<file path="src/rtl/fft_butterfly_sched_if.sv">
// fft_butterfly_sched_if
//   Bundles every non-clock/reset signal of the radix-2 FFT sequencer.
//   master : the sequencer side.
//            Drives busy/done/err, the RAM read/write strobes, addresses and
//            write data, the twiddle address, and the butterfly operands.
//   slave  : the environment side.
//            Drives start, the RAM read data, the twiddle data, and the
//            butterfly results.
//   LOG2N must match the LOG2N of the attached fft_butterfly_sched.
interface fft_butterfly_sched_if #(
  parameter int LOG2N = 8
);
  // twiddle address is LOG2N-1 bits, but never narrower than one bit
  localparam int TWW = (LOG2N > 1) ? LOG2N - 1 : 1;

  logic             start;
  logic             busy;
  logic             done;
  logic             err;
  logic             rd_en;
  logic [LOG2N-1:0] rd_addr_a;
  logic [LOG2N-1:0] rd_addr_b;
  logic [63:0]      rd_data_a;
  logic [63:0]      rd_data_b;
  logic [TWW-1:0]   tw_addr;
  logic [63:0]      tw_data;
  logic             bf_valid_in;
  logic [63:0]      bf_a;
  logic [63:0]      bf_b;
  logic [63:0]      bf_w;
  logic [63:0]      bf_c;
  logic [63:0]      bf_d;
  logic             bf_valid_out;
  logic             wr_en;
  logic [LOG2N-1:0] wr_addr_a;
  logic [LOG2N-1:0] wr_addr_b;
  logic [63:0]      wr_data_a;
  logic [63:0]      wr_data_b;

  modport master (
    input  start,
    output busy, done, err,
    output rd_en, rd_addr_a, rd_addr_b,
    input  rd_data_a, rd_data_b,
    output tw_addr,
    input  tw_data,
    output bf_valid_in, bf_a, bf_b, bf_w,
    input  bf_c, bf_d, bf_valid_out,
    output wr_en, wr_addr_a, wr_addr_b, wr_data_a, wr_data_b
  );

  modport slave (
    output start,
    input  busy, done, err,
    input  rd_en, rd_addr_a, rd_addr_b,
    output rd_data_a, rd_data_b,
    input  tw_addr,
    output tw_data,
    input  bf_valid_in, bf_a, bf_b, bf_w,
    output bf_c, bf_d, bf_valid_out,
    input  wr_en, wr_addr_a, wr_addr_b, wr_data_a, wr_data_b
  );
endinterface

</file>
<file path="src/rtl/fft_butterfly_sched.sv">
// fft_butterfly_sched
//   In-place radix-2 DIT FFT sequencer.
//   Walks LOG2N stages of N/2 butterflies over a dual-port sample RAM,
//   feeding one shared butterfly unit with one butterfly outstanding at a
//   time.
//   Input samples are expected in bit-reversed order; the result is in
//   natural order.
//
// Ports:
//   clk   : clock
//   rst_n : synchronous active-low reset
//   bus   : fft_butterfly_sched_if.master, which carries:
//     - start / busy / done / err control
//     - RAM read and write ports
//     - twiddle ROM port
//     - butterfly unit handshake
//
// Configuration:
//   BF_TIMEOUT_EN
//     When defined, EXEC is guarded by a TIMEOUT-cycle watchdog.
//     On expiry the sequencer sets a sticky err and aborts to DONE without
//     writing.
//     Otherwise EXEC waits indefinitely and err is tied low.
module fft_butterfly_sched #(
  parameter int LOG2N   = 8,
  parameter int TIMEOUT = 64
) (
  input  logic                 clk,
  input  logic                 rst_n,
  fft_butterfly_sched_if.master bus
);
  localparam int             TWW    = (LOG2N > 1) ? LOG2N - 1 : 1;
  localparam int             NHALF  = 1 << (LOG2N - 1);
  localparam logic [TWW-1:0] J_LAST = TWW'(NHALF - 1);
  localparam logic [3:0]     S_LAST = 4'(LOG2N - 1);

  if (LOG2N < 1 || LOG2N > 12 || TIMEOUT < 1) begin : g_param_check
    $error("fft_butterfly_sched: LOG2N must be 1..12 and TIMEOUT >= 1");
  end

  typedef enum logic [2:0] {
    IDLE = 3'd0,
    RD   = 3'd1,
    CAP  = 3'd2,
    EXEC = 3'd3,
    WR   = 3'd4,
    DONE = 3'd5
  } state_t;

  state_t           state_r;
  logic [3:0]       s_r;
  logic [TWW-1:0]   j_r;
  logic [3:0]       s_nxt_s;
  logic [TWW-1:0]   j_nxt_s;
  logic             last_j_s;
  logic             last_s_s;

  logic             busy_r, done_r, rd_en_r, wr_en_r, bf_valid_in_r;
  logic [LOG2N-1:0] rd_addr_a_r, rd_addr_b_r, wr_addr_a_r, wr_addr_b_r;
  logic [TWW-1:0]   tw_addr_r;
  logic [63:0]      bf_a_r, bf_b_r, bf_w_r, wr_data_a_r, wr_data_b_r;

  // k = j & (half-1): position of the butterfly inside its group
  function automatic logic [31:0] bfly_k(input logic [3:0] s, input logic [TWW-1:0] j);
    return 32'(j) & ((32'd1 << s) - 32'd1);
  endfunction

  // upper-wing address: group base (g << (s+1)) plus offset k
  function automatic logic [LOG2N-1:0] addr_a_of(input logic [3:0] s, input logic [TWW-1:0] j);
    logic [31:0] g;
    g = 32'(j) >> s;
    return LOG2N'((g << (s + 4'd1)) | bfly_k(s, j));
  endfunction

  // lower-wing address sits one half-span above the upper wing
  function automatic logic [LOG2N-1:0] addr_b_of(input logic [3:0] s, input logic [TWW-1:0] j);
    return addr_a_of(s, j) + LOG2N'(32'd1 << s);
  endfunction

  // twiddle index scaled so early stages step coarsely through the ROM
  function automatic logic [TWW-1:0] tw_of(input logic [3:0] s, input logic [TWW-1:0] j);
    logic [31:0] t;
    t = bfly_k(s, j) << (4'(LOG2N - 1) - s);
    return TWW'(t);
  endfunction

  // next (stage, butterfly) pair after the current write completes
  always_comb begin
    last_j_s = (j_r == J_LAST);
    last_s_s = (s_r == S_LAST);
    if (!last_j_s) begin
      j_nxt_s = j_r + TWW'(1);
      s_nxt_s = s_r;
    end else begin
      j_nxt_s = '0;
      s_nxt_s = last_s_s ? s_r : s_r + 4'd1;
    end
  end

`ifdef BF_TIMEOUT_EN
  localparam int             TOW     = $clog2(TIMEOUT + 1);
  localparam logic [TOW-1:0] TO_LAST = TOW'(TIMEOUT - 1);
  logic [TOW-1:0] to_cnt_r;
  logic           err_r;
`endif

  // sequencer FSM with all outputs registered
  always_ff @(posedge clk) begin
    if (!rst_n) begin
      state_r       <= IDLE;
      s_r           <= 4'd0;
      j_r           <= '0;
      busy_r        <= 1'b0;
      done_r        <= 1'b0;
      rd_en_r       <= 1'b0;
      wr_en_r       <= 1'b0;
      bf_valid_in_r <= 1'b0;
      rd_addr_a_r   <= '0;
      rd_addr_b_r   <= '0;
      tw_addr_r     <= '0;
      wr_addr_a_r   <= '0;
      wr_addr_b_r   <= '0;
      bf_a_r        <= 64'd0;
      bf_b_r        <= 64'd0;
      bf_w_r        <= 64'd0;
      wr_data_a_r   <= 64'd0;
      wr_data_b_r   <= 64'd0;
`ifdef BF_TIMEOUT_EN
      to_cnt_r      <= '0;
      err_r         <= 1'b0;
`endif
    end else begin
      // strobes are single-cycle unless a state re-asserts them
      done_r  <= 1'b0;
      rd_en_r <= 1'b0;
      wr_en_r <= 1'b0;
      case (state_r)
        IDLE: begin
          if (bus.start) begin
            s_r         <= 4'd0;
            j_r         <= '0;
            busy_r      <= 1'b1;
            rd_en_r     <= 1'b1;
            rd_addr_a_r <= addr_a_of(4'd0, '0);
            rd_addr_b_r <= addr_b_of(4'd0, '0);
            tw_addr_r   <= tw_of(4'd0, '0);
`ifdef BF_TIMEOUT_EN
            err_r       <= 1'b0;
`endif
            state_r     <= RD;
          end else begin
            state_r <= IDLE;
          end
        end
        RD: begin
          state_r <= CAP;
        end
        CAP: begin
          // RAM and ROM data are valid now, one cycle after the read strobe
          bf_a_r        <= bus.rd_data_a;
          bf_b_r        <= bus.rd_data_b;
          bf_w_r        <= bus.tw_data;
          bf_valid_in_r <= 1'b1;
`ifdef BF_TIMEOUT_EN
          to_cnt_r      <= '0;
`endif
          state_r       <= EXEC;
        end
        EXEC: begin
          if (bus.bf_valid_out) begin
            wr_data_a_r   <= bus.bf_c;
            wr_data_b_r   <= bus.bf_d;
            wr_addr_a_r   <= rd_addr_a_r;
            wr_addr_b_r   <= rd_addr_b_r;
            bf_valid_in_r <= 1'b0;
            wr_en_r       <= 1'b1;
            state_r       <= WR;
`ifdef BF_TIMEOUT_EN
          end else if (to_cnt_r == TO_LAST) begin
            // butterfly never answered: abandon the transform without writing
            err_r         <= 1'b1;
            bf_valid_in_r <= 1'b0;
            busy_r        <= 1'b0;
            done_r        <= 1'b1;
            state_r       <= DONE;
          end else begin
            to_cnt_r <= to_cnt_r + TOW'(1);
            state_r  <= EXEC;
          end
`else
          end else begin
            state_r <= EXEC;
          end
`endif
        end
        WR: begin
          if (last_j_s && last_s_s) begin
            busy_r  <= 1'b0;
            done_r  <= 1'b1;
            state_r <= DONE;
          end else begin
            s_r         <= s_nxt_s;
            j_r         <= j_nxt_s;
            rd_en_r     <= 1'b1;
            rd_addr_a_r <= addr_a_of(s_nxt_s, j_nxt_s);
            rd_addr_b_r <= addr_b_of(s_nxt_s, j_nxt_s);
            tw_addr_r   <= tw_of(s_nxt_s, j_nxt_s);
            state_r     <= RD;
          end
        end
        DONE: begin
          state_r <= IDLE;
        end
        default: begin
          busy_r        <= 1'b0;
          bf_valid_in_r <= 1'b0;
          state_r       <= IDLE;
        end
      endcase
    end
  end

  assign bus.busy        = busy_r;
  assign bus.done        = done_r;
  assign bus.rd_en       = rd_en_r;
  assign bus.rd_addr_a   = rd_addr_a_r;
  assign bus.rd_addr_b   = rd_addr_b_r;
  assign bus.tw_addr     = tw_addr_r;
  assign bus.bf_valid_in = bf_valid_in_r;
  assign bus.bf_a        = bf_a_r;
  assign bus.bf_b        = bf_b_r;
  assign bus.bf_w        = bf_w_r;
  assign bus.wr_en       = wr_en_r;
  assign bus.wr_addr_a   = wr_addr_a_r;
  assign bus.wr_addr_b   = wr_addr_b_r;
  assign bus.wr_data_a   = wr_data_a_r;
  assign bus.wr_data_b   = wr_data_b_r;
`ifdef BF_TIMEOUT_EN
  assign bus.err         = err_r;
`else
  assign bus.err         = 1'b0;
`endif

endmodule

</file>
<file path="src/flat_wrapper.sv">
// flat-port wrapper written by rule: the top's interface ports become plain ports
module fft_butterfly_sched_flat 
#(
  parameter int LOG2N   = 8,
  parameter int TIMEOUT = 64
)
  (clk, rst_n, bus_start, bus_busy, bus_done, bus_err, bus_rd_en, bus_rd_addr_a, bus_rd_addr_b, bus_rd_data_a, bus_rd_data_b, bus_tw_addr, bus_tw_data, bus_bf_valid_in, bus_bf_a, bus_bf_b, bus_bf_w, bus_bf_c, bus_bf_d, bus_bf_valid_out, bus_wr_en, bus_wr_addr_a, bus_wr_addr_b, bus_wr_data_a, bus_wr_data_b);
  fft_butterfly_sched_if #(.LOG2N(LOG2N)) bus_i ();
  input  logic clk;
  input  logic rst_n;
  input wire logic [$bits(bus_i.start)-1:0] bus_start;
  output wire logic [$bits(bus_i.busy)-1:0] bus_busy;
  output wire logic [$bits(bus_i.done)-1:0] bus_done;
  output wire logic [$bits(bus_i.err)-1:0] bus_err;
  output wire logic [$bits(bus_i.rd_en)-1:0] bus_rd_en;
  output wire logic [$bits(bus_i.rd_addr_a)-1:0] bus_rd_addr_a;
  output wire logic [$bits(bus_i.rd_addr_b)-1:0] bus_rd_addr_b;
  input wire logic [$bits(bus_i.rd_data_a)-1:0] bus_rd_data_a;
  input wire logic [$bits(bus_i.rd_data_b)-1:0] bus_rd_data_b;
  output wire logic [$bits(bus_i.tw_addr)-1:0] bus_tw_addr;
  input wire logic [$bits(bus_i.tw_data)-1:0] bus_tw_data;
  output wire logic [$bits(bus_i.bf_valid_in)-1:0] bus_bf_valid_in;
  output wire logic [$bits(bus_i.bf_a)-1:0] bus_bf_a;
  output wire logic [$bits(bus_i.bf_b)-1:0] bus_bf_b;
  output wire logic [$bits(bus_i.bf_w)-1:0] bus_bf_w;
  input wire logic [$bits(bus_i.bf_c)-1:0] bus_bf_c;
  input wire logic [$bits(bus_i.bf_d)-1:0] bus_bf_d;
  input wire logic [$bits(bus_i.bf_valid_out)-1:0] bus_bf_valid_out;
  output wire logic [$bits(bus_i.wr_en)-1:0] bus_wr_en;
  output wire logic [$bits(bus_i.wr_addr_a)-1:0] bus_wr_addr_a;
  output wire logic [$bits(bus_i.wr_addr_b)-1:0] bus_wr_addr_b;
  output wire logic [$bits(bus_i.wr_data_a)-1:0] bus_wr_data_a;
  output wire logic [$bits(bus_i.wr_data_b)-1:0] bus_wr_data_b;
  assign bus_i.start = bus_start;
  assign bus_busy = bus_i.busy;
  assign bus_done = bus_i.done;
  assign bus_err = bus_i.err;
  assign bus_rd_en = bus_i.rd_en;
  assign bus_rd_addr_a = bus_i.rd_addr_a;
  assign bus_rd_addr_b = bus_i.rd_addr_b;
  assign bus_i.rd_data_a = bus_rd_data_a;
  assign bus_i.rd_data_b = bus_rd_data_b;
  assign bus_tw_addr = bus_i.tw_addr;
  assign bus_i.tw_data = bus_tw_data;
  assign bus_bf_valid_in = bus_i.bf_valid_in;
  assign bus_bf_a = bus_i.bf_a;
  assign bus_bf_b = bus_i.bf_b;
  assign bus_bf_w = bus_i.bf_w;
  assign bus_i.bf_c = bus_bf_c;
  assign bus_i.bf_d = bus_bf_d;
  assign bus_i.bf_valid_out = bus_bf_valid_out;
  assign bus_wr_en = bus_i.wr_en;
  assign bus_wr_addr_a = bus_i.wr_addr_a;
  assign bus_wr_addr_b = bus_i.wr_addr_b;
  assign bus_wr_data_a = bus_i.wr_data_a;
  assign bus_wr_data_b = bus_i.wr_data_b;
  fft_butterfly_sched #(.LOG2N(LOG2N), .TIMEOUT(TIMEOUT)) u_core (.clk(clk), .rst_n(rst_n), .bus(bus_i));
endmodule
</file>
<file path="config.mk">
export PLATFORM = sky130hd
export DESIGN_NAME = fft_butterfly_sched_flat
export DESIGN_NICKNAME = d
export VERILOG_FILES = /design/src/rtl/fft_butterfly_sched_if.sv /design/src/rtl/fft_butterfly_sched.sv /design/src/flat_wrapper.sv
export SDC_FILE = /design/constraint.sdc
export NUM_CORES = 1
export LEC_CHECK = 0
export CAP_MARGIN = 20
export CORE_AREA = 2 2 268 270
export CTS_BUF_LIST = sky130_fd_sc_hd__clkbuf_16
export DETAILED_ROUTE_END_ITERATION = 7
export DIE_AREA = 0 0 270 272
export SLEW_MARGIN = 10
export SYNTH_ARGS = -nofsm -noshare
export SYNTH_HDL_FRONTEND = slang
export SYNTH_SLANG_ARGS = --single-unit
</file>
<file path="constraint.sdc">
create_clock -name clk -period 8.1 [get_ports clk]
set_input_delay 1.62 -clock clk [delete_from_list [all_inputs] [get_ports clk]]
set_output_delay 1.62 -clock clk [all_outputs]
set_load 0.03 [all_outputs]
</file>
==> impl_summary.md, run 1 <==
CTS
TritonCTS built the clock tree. In this run, post-CTS repair resized a total of 0 instances. Buffers inserted to repair hold after CTS numbered 0. Clock-pin slew was measured on the worst setup and hold paths at 60 ps. The later-pin clock latency in the skew report is 570 ps.

Clock tree synthesis selected as its root buffer the cell clkbuf_16. The number of clock sinks is 378. In this run the post-CTS setup repair buffer count came out at 0.

The number of clock buffers inserted by TritonCTS is 45. The worst-case clock buffer depth is 3. CTS built an H-tree with a depth of 2.

Final layout
In the final layout, the share of cells above drive strength 1 is 0.0406. Relative to the synthesized area, the layout overhead comes to 58.7%. In the layout the commonest cells are nand2_1 (709), clkdlybuf4s50_1 (686), dfxtp_1 (378), a21boi_0 (342), clkbuf_16 (47). The finished layout holds 3465 standard cells, fillers aside. The net count of the finished layout is 2815. The finished cells cover 24600 um2. After filler insertion, the fill cell instance count of the layout stands at 7459. The commonest non-fill, non-tap cell in the layout is nand2_1.

Timing
Setup repair after global routing left no endpoint under its margin. The worst path in the final design needs a cycle of 5680 ps, including I/O delays and setup. Measured against its own limit, the worst slew margin works out to 0.277. The largest clock skew in the final design is 11.1 ps. The final worst slack is 2420 ps. The final total negative setup slack is 0 ps. The max-slew violation total from the final report is 0. The number of hold violations in the final report came to 0.

For this run, the top clock speed supported by timing is 176 MHz. The final setup violation count is 0. At the pin with the least slew margin, the transition time is 1090 ps.

The part of the cycle the worst path needs is 0.702.

Worst setup path
Data on the critical path arrives at its endpoint at 6150 ps. The depth of the most critical reg-to-reg path is 19. At the worst endpoint, the required time is 8570 ps. Of all nets on the critical path, the largest fanout is 16. STA classifies the critical path startpoint as a register. The critical path runs through a total of 19 cells. By startpoint and endpoint, the worst setup path is classified as register to register. The endpoint kind of the worst setup timing path is a register.

Walking the worst path, the cells encountered are ha_1 -> nand2_2 -> o31ai_2 -> and2_1 -> inv_2 -> ha_1 -> nand2_1 -> ha_1 -> nor3b_1 -> a31o_2 -> ha_1 -> a21o_1 -> a21oi_1 -> o21ai_0 -> o41ai_1 -> xnor2_1 -> nor2_1 -> mux2i_1 -> a22o_1. On the critical path, the stage with the largest delay is an instance of dfxtp_1. The number of buffers and inverters on the critical path is 1.

The cell with the most instances on the worst path is ha_1. The family with the most delay on the worst path is compound AO/OA/AOI/OAI gates. The highest cell delay on the worst timing path is 600 ps.

Pwr
The internal power consumption is 3.47 mW. The total net switching power is 1.27 mW. The standby leakage power is 8.32 nW. Across the VDD grid, the largest voltage drop is 140 uV.

For this design the ratio of total power to cell area is 193 nW/um2. The fraction of power consumed by the clock network is 0.432. Of the total power, the share spent switching nets is 0.267. The combinational group share of total power is 0.151. The sequential power share is 0.417.

Die
The total die area is 73400 um2. The site row count is 98. The die extent in y is 272 um.

The width of the die is 270 um. The effective utilization at floorplan is 0.219. The number of primary I/O pins is 689. The floorplan step defined a core boundary enclosing 70800 um2.

Global routing
The total congestion overflow after global routing is 0. The number of global-route vias before repair is 14400. The total routing resource utilization after global routing is 0.155. The wire length of the first global-routing pass is 89500 um. The number of antenna violations at the first check in global routing is 5. Entering global routing, the biggest net connects 226 pins.

Place
The pre-CTS worst setup slack is 2530 ps. The detailed-placement wirelength estimate is 42400 um. Counting tap cells, the placed design contains a total of 3379 instances. At the end of routability-driven placement, the weighted congestion stood at 0.860. The port buffer count is 687. Once placement finished, the instance area stood at 23100 um2.

Route
In the routed layout, each cell is associated on average with a via count of 4.28. Summed over all layers, the routed wires come to 60200 um. The first TritonRoute pass finished after 5 iterations. The detail route stage leaves a number of antenna-violating nets equal to 0.

After the first detailed-routing iteration, the DRC count stood at 840. The routed length per placed instance is 17.4 um. The count of vias placed by the detailed router is 14800.

For this run, design rule violations remaining after detail routing come to 0.

Synth
After synthesis, the cell types taking the most area are dfxtp_1 (49%), nand2_1 (17%), a21boi_0 (17%). Among all flip-flop cells after synthesis, the most frequent one is dfxtp_1. The synthesized design spends more area on one cell type than any other, namely dfxtp_1.

The share of synthesized area in the top cell type comes to 0.488. Synthesis inferred 378 register bits. The net count after synthesis is 2214.

The mean instance size in the synthesized netlist is 8.26 um2. Of the synthesized area, sequential elements account for 0.488. Synthesis handed over a netlist of 1875 instances.

The count of flip-flops with a built-in enable after synthesis is 0. Counting flops with an async set or reset pin after synthesis yields a share of 0. Synthesis instantiated 75 different standard cells from the library.

The netlist area before placement is 15500 um2. The number of warnings printed during yosys synthesis is 0.

Worst hold path
The hold path depth is 2. The path class of the tightest hold or removal check is register to register.

Status
The run finished with clean final reports.

Flow run
Max-cap violations in this run came to 0.
==> tightest hold or removal path, stage by stage (launching register included) <==
cell,delay [ps]
dfxtp_1,300
nand2_1,40
a21boi_0,60
==> per-layer routing <==
layer / global-route usage / part of all wire / vias up
li1: - / - / 7428
met1: 0.187 / 0.42 / 6796
met2: 0.259 / 0.47 / 529
met3: 0.0576 / 0.090 / 83
met4: 0.0442 / 0.023 / 2
met5: 0 / 0.00022 / -
==> cell type report <==
cell class                      count  area [um2]  share of cell area
Clock buffer                       47        1180              0.0478
Timing Repair Buffer              696        6990               0.284
Antenna cell                        4        10.0            0.000407
Sequential cell                   378        7570               0.308
Clock inverter                     35         295              0.0120
Inverter                           17        65.1             0.00264
Multi-Input combinational cell   1338        7310               0.297
Tap cell                          950        1190              0.0483
==> metrics by stage <==
step / total power [mW] / utilization / hold WS [ps]
2_1_floorplan: 2.35 / - / 494
3_3_place_gp: 2.74 / 0.327 / 452
4_1_cts: 4.82 / 0.348 / 466
6_report: 4.74 / 0.348 / 460
5_1_grt: 4.95 / 0.348 / 480
3_5_place_dp: 2.74 / 0.327 / 458
==> kinds of logic after synthesis <==
group,Yosys count,synth area share
multiplexers,8,0.00606
XOR/XNOR,11,0.00622
adder cells (fa/ha/maj),15,0.0126
flip-flops,378,0.488
AO/OA/AOI/OAI,472,0.226
buffers and inverters,159,0.0413
other,1,0.000242
AND/OR/NAND/NOR,831,0.219
==> power groups by stage <==
stage	clock (mW)	combinational, mW	sequential (mW)
global placement	0	0.727	2.01
floorplan	0	0.186	2.16
finish	2.05	0.716	1.98
detailed placement	0	0.725	2.02
CTS	2.12	0.729	1.98
global route	2.19	0.769	1.99
==> registers in the layout, indices dropped and copies added, names as in the netlist, 4 cells and up <==
| signal | flops |
|---|---|
| u_core.bus.bf_w | 64 |
| u_core.bus.wr_data_b | 64 |
| u_core.bus.tw_addr | 7 |
| u_core.bus.bf_a | 64 |
| u_core.bus.bf_b | 64 |
| u_core.j_r | 7 |
| u_core.bus.rd_addr_a | 8 |
| u_core.bus.wr_addr_a | 8 |
| u_core.s_r | 4 |
| u_core.bus.wr_addr_b | 8 |
| u_core.bus.wr_data_a | 64 |
| u_core.bus.rd_addr_b | 8 |
==> Yosys cell counts, drive strengths merged (5+ instances only) <==
| cell type | instances |
|---|---|
| a21oi | 20 |
| nand2 | 713 |
| a21boi | 343 |
| o21ai | 29 |
| o31ai | 12 |
| and2 | 14 |
| inv | 16 |
| a31oi | 6 |
| clkbuf | 121 |
| buf | 21 |
| nor3 | 18 |
| nor2 | 25 |
| a21o | 7 |
| xnor2 | 8 |
| nand4 | 5 |
| nor2b | 17 |
| nand3 | 7 |
| a22oi | 12 |
| mux2i | 6 |
| a22o | 7 |
| ha | 14 |
| dfxtp | 378 |
==> final timing paths <==
| check | start | end | slack [ps] |
|---|---|---|---|
| worst max-delay path | u_core.j_r[0]$_SDFFE_PN0P_ | u_core.bus.rd_addr_b[7]$_SDFFE_PN0P_ | 2420 |
| worst min-delay path | u_core.bus.wr_data_b[46]$_SDFFE_PN0P_ | u_core.bus.wr_data_b[46]$_SDFFE_PN0P_ | 460 |
| worst max register to register | u_core.j_r[0]$_SDFFE_PN0P_ | u_core.bus.rd_addr_b[7]$_SDFFE_PN0P_ | 2420 |
| worst min register to register | u_core.bus.wr_data_b[46]$_SDFFE_PN0P_ | u_core.bus.wr_data_b[46]$_SDFFE_PN0P_ | 460 |
Note: power is estimated with default switching activity, not from simulation.
==> run 2, diff against run 1 <==
Settings changed: CORE_AREA 2 2 268 270 to 2 2 267 269, DIE_AREA 0 0 270 272 to 0 0 269 271.
Clock period 8.1 ns to 4.8 ns, I/O delays scaled along.
==> run 2 against run 1 <==
Effect of this change: via count up 0.45%; register-to-register slack worse by 2000 ps; sequential power increased by 69%; routed wire length is 0.61% higher; critical path depth up 1; setup slack lost 2000 ps; worst hold slack worse by 1.5 ps; core utilization up 0.82 points; critical path type unchanged.
==> impl_summary.md, run 2 (synthesis gave the netlist of run 1 again) <==
Global routing
The total routing resource utilization after global routing is 0.158. Summed over all layers, the global routing overflow is 0. Entering global routing, the biggest net connects 216 pins. The wire length of the first global-routing pass is 89700 um. The number of antenna violations at the first check in global routing is 8. The number of global-route vias before repair is 14500.

Die
The floorplan step defined a core boundary enclosing 69800 um2. The initial utilization of the core area, before any placement, comes to 0.222. The floorplan step set the die height to 271 um. The width of the die is 269 um.

The total die area is 72900 um2. The number of primary I/O pins is 689. The site row count is 97.

Worst setup path
Counting stages on the worst path, the most repeated cell is ha_1. The maximum fanout along the worst path is 6. For the worst flop-to-flop path, the logic depth is 20. The reg-to-reg critical path endpoint is u_core.bus.rd_addr_b[7]$_SDFFE_PN0P_.

For the worst setup path, the data arrival time is 4820 ps. Walking the worst path, the cells encountered are ha_1 -> and3b_1 -> o31ai_4 -> nand2_2 -> inv_2 -> ha_1 -> nand2_1 -> ha_1 -> nor3b_1 -> buf_4 -> a31o_2 -> ha_1 -> a21o_1 -> a21oi_1 -> o21ai_0 -> o41ai_2 -> xnor2_1 -> nor2_1 -> mux2i_1 -> a22o_1. The worst setup path is of the register to register kind. Counting both buffers and inverters, the worst setup path holds a total of 2.

The endpoint kind of the worst setup timing path is a register. The slowest library cell on the worst path is and3b_1. The required time at the worst-slack endpoint is 5240 ps. The reg-to-reg critical path startpoint is u_core.s_r[0]$_SDFFE_PN0P_.

STA classifies the critical path startpoint as a register. Broken down by cell family, the worst path's largest delay share belongs to compound AO/OA/AOI/OAI gates. The register-to-register setup slack is 420 ps. In this design, the stage delay of the slowest critical-path cell is 320 ps.

Route
In the routed design, unresolved DRC markers number 0. The first-iteration detailed-routing DRC count is 719. The count of vias placed by the detailed router is 14900.

The first TritonRoute pass finished after 5 iterations. The remaining number of nets flagged by the antenna check after routing is 0. Dividing the detail-routed via count by the number of cells gives 4.27.

In the final routed layout, each cell accounts on average for 17.4 um. The wire length reported by the detailed router is 60500 um.

Final layout
The multi-input combinational cells in the finished layout cover a total of 7340 um2. In the layout the commonest cells are nand2_1 (709), clkdlybuf4s50_1 (686), dfxtp_1 (376), a21boi_0 (342), clkbuf_16 (46). The synthesis-to-layout area growth is 60.3%. Summing all flip-flop and latch instances after layout gives 7570 um2. The count of filler cells inserted in the layout is 7336. The commonest non-fill, non-tap cell in the layout is nand2_1. Of the cells placed in the final design, the portion with a size suffix greater than 1 is 0.0511. The number of nets in the final layout is 2849. The final standard cell area without fillers is 24800 um2.

Pwr
Summed over all cells, the static leakage comes to 8.51 nW. The highest ir drop seen on vdd is 292 uV. In this run the power density over the cells is 314 nW/um2.

Timing
On the final layout, the worst clock skew is 18.9 ps. The achievable clock frequency is 229 MHz. The minimum clock period is 4380 ps.

The slew at the pin closest to its max-slew limit is 1150 ps. The worst slew slack as a fraction of its limit is 0.235. The final setup violation count is 0.

The part of the cycle the worst path needs is 0.912. The max-slew violation total from the final report is 0. The number of hold violations in the final report is 0. Hold is met by 458 ps.

Worst hold path
Counting instances, the worst hold path has a depth of 2. The hold-critical path endpoint is u_core.bus.bf_a[37]$_SDFFE_PN0P_. The startpoint identified for the worst hold timing path is u_core.bus.bf_a[37]$_SDFFE_PN0P_. The worst hold-check path type is register to register.

CTS
The clock passes through at most 3 buffers. Clock latency on the worst-skew pair, taken at its later pin, is 570 ps. The number of clock buffers inserted by TritonCTS is 45. CTS placed an instance of clkbuf_16 at the clock tree root.

The number of hold buffers added after CTS was 0. For this design, the sink count on the clock tree is 378. In this run the number of H-tree levels came out at 2.

The CTS tree is done. After clock tree synthesis, the clock-pin slew on the worst setup and hold paths is 50 ps.

Place
The placed standard-cell area is 23400 um2. In this run the tool buffered the top-level ports with 687 buffer cells. Routability-driven placement finished with a final weighted congestion of 0.848. Detailed placement finished with a half-perimeter wire length of 44500 um.

Status
The flow ran to the end, and the final reports show no timing, DRC or antenna violations.

Flow run
The tool flagged a number of max-cap violations equal to 0.
## run 2: cell types whose count changed in the layout (fill, tap and decap cells not counted), moves of 2 or more
cell,previous run,this run
buf_4,6,36
buf_12,3,7
clkinvlp_4,3,0
dfxtp_2,0,2
inv_1,23,30
diode_2,4,7
clkinv_2,10,5
bufinv_16,5,3
dfxtp_1,378,376
## run 2: repair_timing
| action | CTS | global route |
|---|---|---|
| endpoints found under the setup margin | 0 | 1 |
| setup buffers | 0 | 1 |
| endpoints found under the hold margin | 0 | 0 |
| resized for setup | 0 | 7 |
## run 2: per-stage QoR
stage	TNS [ps]	cells	utilization	power, mW	setup WS [ps]
2_1_floorplan	0	1875	-	3.96	379
3_3_place_gp	0	3402	0.335	4.63	196
3_5_place_dp	0	3402	0.335	4.63	217
4_1_cts	0	3481	0.355	7.95	162
5_1_grt	-9.31	3486	0.356	8.14	-9.31
6_report	0	3489	0.356	7.79	424
## run 2: metal layers
metal / routed length, um / up-vias / share of wire / GRT usage
met5: 13 / - / 0.00021 / 0
met4: 1490 / 2 / 0.025 / 0.0515
met3: 5650 / 80 / 0.093 / 0.0541
met2: 29100 / 528 / 0.48 / 0.270
met1: 24200 / 6811 / 0.40 / 0.184
li1: - / 7484 / - / -
## run 2: cell type report
cell class / count / area share
clock buffer: 46 / 0.0464
tap: 940 / 0.0474
multi-input combinational: 1338 / 0.295
inverter: 17 / 0.00262
antenna: 7 / 0.000705
clock inverter: 33 / 0.00907
sequential: 378 / 0.305
timing repair buffer: 730 / 0.294
## run 2: tightest hold or removal path, cell delays in order, from the launching register on
cell and delay (ps):
dfxtp_1 300, nand2_1 40, a21boi_0 60
## run 2: how the worst max path moves through the flow
stage | from | to | slack (ps) | cells after the start
finish | u_core.s_r[0]$_SDFFE_PN0P_ | u_core.bus.rd_addr_b[7]$_SDFFE_PN0P_ | 420 | 20
global route | u_core.j_r[5]$_SDFFE_PN0P_ | u_core.bus.rd_addr_b[7]$_SDFFE_PN0P_ | -9 | 18
CTS | u_core.j_r[1]$_SDFFE_PN0P_ | u_core.bus.rd_addr_b[7]$_SDFFE_PN0P_ | 160 | 20
detailed placement | u_core.j_r[1]$_SDFFE_PN0P_ | u_core.bus.rd_addr_b[7]$_SDFFE_PN0P_ | 220 | 20
global placement | u_core.j_r[1]$_SDFFE_PN0P_ | u_core.bus.rd_addr_b[7]$_SDFFE_PN0P_ | 200 | 20
floorplan | u_core.j_r[1]$_SDFFE_PN0P_ | u_core.bus.rd_addr_b[7]$_SDFFE_PN0P_ | 380 | 20
## run 2: power by group
part           internal, mW  switching [mW]
logic                 0.565           0.654
registers              3.27          0.0673
clock network          1.88            1.36
==> patch: new RTL, flow settings as in run 2 <==
`LOG2N` is set to 8 in 3 places; all go to 7.
--- a/src/rtl/fft_butterfly_sched_if.sv
+++ b/src/rtl/fft_butterfly_sched_if.sv
@@ -10,3 +10,3 @@
 interface fft_butterfly_sched_if #(
-  parameter int LOG2N = 8
+  parameter int LOG2N = 7
 );
--- a/src/rtl/fft_butterfly_sched.sv
+++ b/src/rtl/fft_butterfly_sched.sv
@@ -24,3 +24,3 @@
 module fft_butterfly_sched #(
-  parameter int LOG2N   = 8,
+  parameter int LOG2N   = 7,
   parameter int TIMEOUT = 64
--- a/src/flat_wrapper.sv
+++ b/src/flat_wrapper.sv
@@ -3,3 +3,3 @@
 #(
-  parameter int LOG2N   = 8,
+  parameter int LOG2N   = 7,
   parameter int TIMEOUT = 64
Ports: changed (5 resized); port bits go from 689 to 684. The function was not compared with the original's and may differ.
==> patch against run 2 <==
  * Final area shrank 6.0%
  * Clock skew grew 0.0023 ns
  * Largest cell class unchanged
  * Sequential share of layout area rose by 1.4 points
  * Worst setup slack got worse by 0.078 ns
  * Sequential cell count shrank 6
  * Via count fell by 2.7%
  * Power is 0.32% higher
  * Wire length grew 2.7%
  * Critical path type unchanged
  * Synthesized area shrank 9.4%
  * Clock power rose by 2%
==> patch: results (changes against run 2) <==
outcome:
  status: "finished clean"  # unchanged
critical_path:
  path_max_fanout: 12  # was 6
  startpoint: "u_core.j_r[0]"  # was u_core.s_r[0]
  critPathSlowestCell: "dfxtp_1"  # was and3b_1
  cp.arrival_ns: 4.91  # was 4.82 ns
  endpoint: "u_core.bus.rd_addr_b[6]"  # was u_core.bus.rd_addr_b[7]
  crit_path_max_incr_delay_ns: 0.54  # was 0.32 ns
  r2r_cells: 16  # was 20
  crit_type: "reg -> reg"  # unchanged
timing:
  post-route-period-util_pct: 92.78  # was 91.16%
  hold_ws_ns: 0.4495  # was 0.4585 ns
  clock_skew_ns: 0.02126  # was 0.01891 ns
  slew_headroom_pct: 24.96  # was 23.49%
grt:
  grt_pass1_wl_mm: 89.69  # was 89.70 mm
  grt_usage_pct: 16.19  # was 15.84%
  antenna_found_initial: 3  # was 8
  grt_pass1_vias: 14166  # was 14,494
  grt_max_degree: 169  # was 216
clocking:
  cts_buffers: 45  # unchanged
  cts.path.max_buffers: 3  # unchanged
final_layout:
  nets: 2770  # was 2,849
  drive_gt1_share_pct: 4.621  # was 5.114%
logic_synthesis:
  synth.avg_cell_area_um2: 7.801  # was 8.265 um^2
  synth_compound_area_share_pct: 17.34  # was 22.60%
  synthTopCellsByArea: "dfxtp_1 (53%), nand2_1 (19%), a21oi_1 (13%), clkbuf_1 (3.2%), nor2_1 (1.2%)"  # was dfxtp_1 (49%), nand2_1 (17%), a21boi_0 (17%), clkbuf_1 (2.9%), ha_1 (1.1%)
  synth.net_count: 2135  # was 2,214
  synth-async-reset-ratio_pct: 0  # unchanged
  muxShareOfSynthArea_pct: 0.2853  # was 0.6056%
  yosysSeqAreaShare_pct: 53.07  # was 48.83%
  synth.distinct_cells: 69  # was 75
  synthTopCellsByCount: "nand2_1 (694), dfxtp_1 (372), a21oi_1 (358)"  # was nand2_1 (709), dfxtp_1 (378), a21boi_0 (342)
  synth_adder_area_share_pct: 1.123  # was 1.260%
  synth-xor-area-share_pct: 1.114  # was 0.6217%
power:
  cellLeakagePower_nw: 7.952  # was 8.510 nW
  seq_cell_power_w: 0.00329  # was 0.00334 W
  irDropWorstVdd_mv: 0.2194  # was 0.2917 mV
  p_comb_share_pct: 15.7
  finalPower_w: 0.007815  # was 0.007790 W
  switching_share_pct: 27.55  # was 26.66%
worst_hold_path:
  min_delay_worst_endpoint: "u_core.bus.bf_w[53]"  # was u_core.bus.bf_a[37]
  min_path_cells: 2  # unchanged
  min_from: "u_core.bus.bf_w[53]"  # was u_core.bus.bf_a[37]
route:
  wirelength_mm: 62.20  # was 60.54 mm
  vias_per_cell: 4.254  # was 4.272
  wl_per_cell_um: 18.25  # was 17.35 um
  drtIter0Drc: 814  # was 719
place:
  placed_cells: 3327  # was 3,402
  place_area_um2: 21900  # was 23,400 um^2
  place_congestion: 0.8462  # was 0.8478
  pre_cts_slack_ns: 0.06212  # was 0.2166 ns
  hpwlAfterDp_mm: 45.77  # was 44.51 mm
  portBuffers: 682  # was 687
die:
  num_rows: 97  # unchanged
## patch: layer usage
metal  wire (um)  global-route usage [%]
met1       25030                   18.63
met3        6322                   6.398
met4        1696                   5.015
met2       29140                   27.35
met5          13                       0
## patch: timing repair
| action | 4_1_cts | 5_1_grt |
|---|---|---|
| endpoints found under the setup margin | 0 | 1 |
| gates resized for setup | 0 | 3 |
| setup buffers | 0 | 0 |
## patch: area by class of cell
type / count / area, um^2
Multi-Input combinational cell: 1285 / 6077
Clock inverter: 34 / 260.3
Fill cell: 7412 / 46450
Sequential cell: 372 / 7447
Inverter: 12 / 52.55
Antenna cell: 1 / 2.502
Clock buffer: 46 / 1151
Tap cell: 940 / 1176
Timing Repair Buffer: 718 / 7172
## patch: logic make-up after synthesis
family	Yosys count
AO/OA/AOI/OAI	443
adder cells (fa/ha/maj)	12
AND/OR/NAND/NOR	808
flip-flops	372
XOR/XNOR	17
multiplexers	4
other	1
buffers and inverters	142
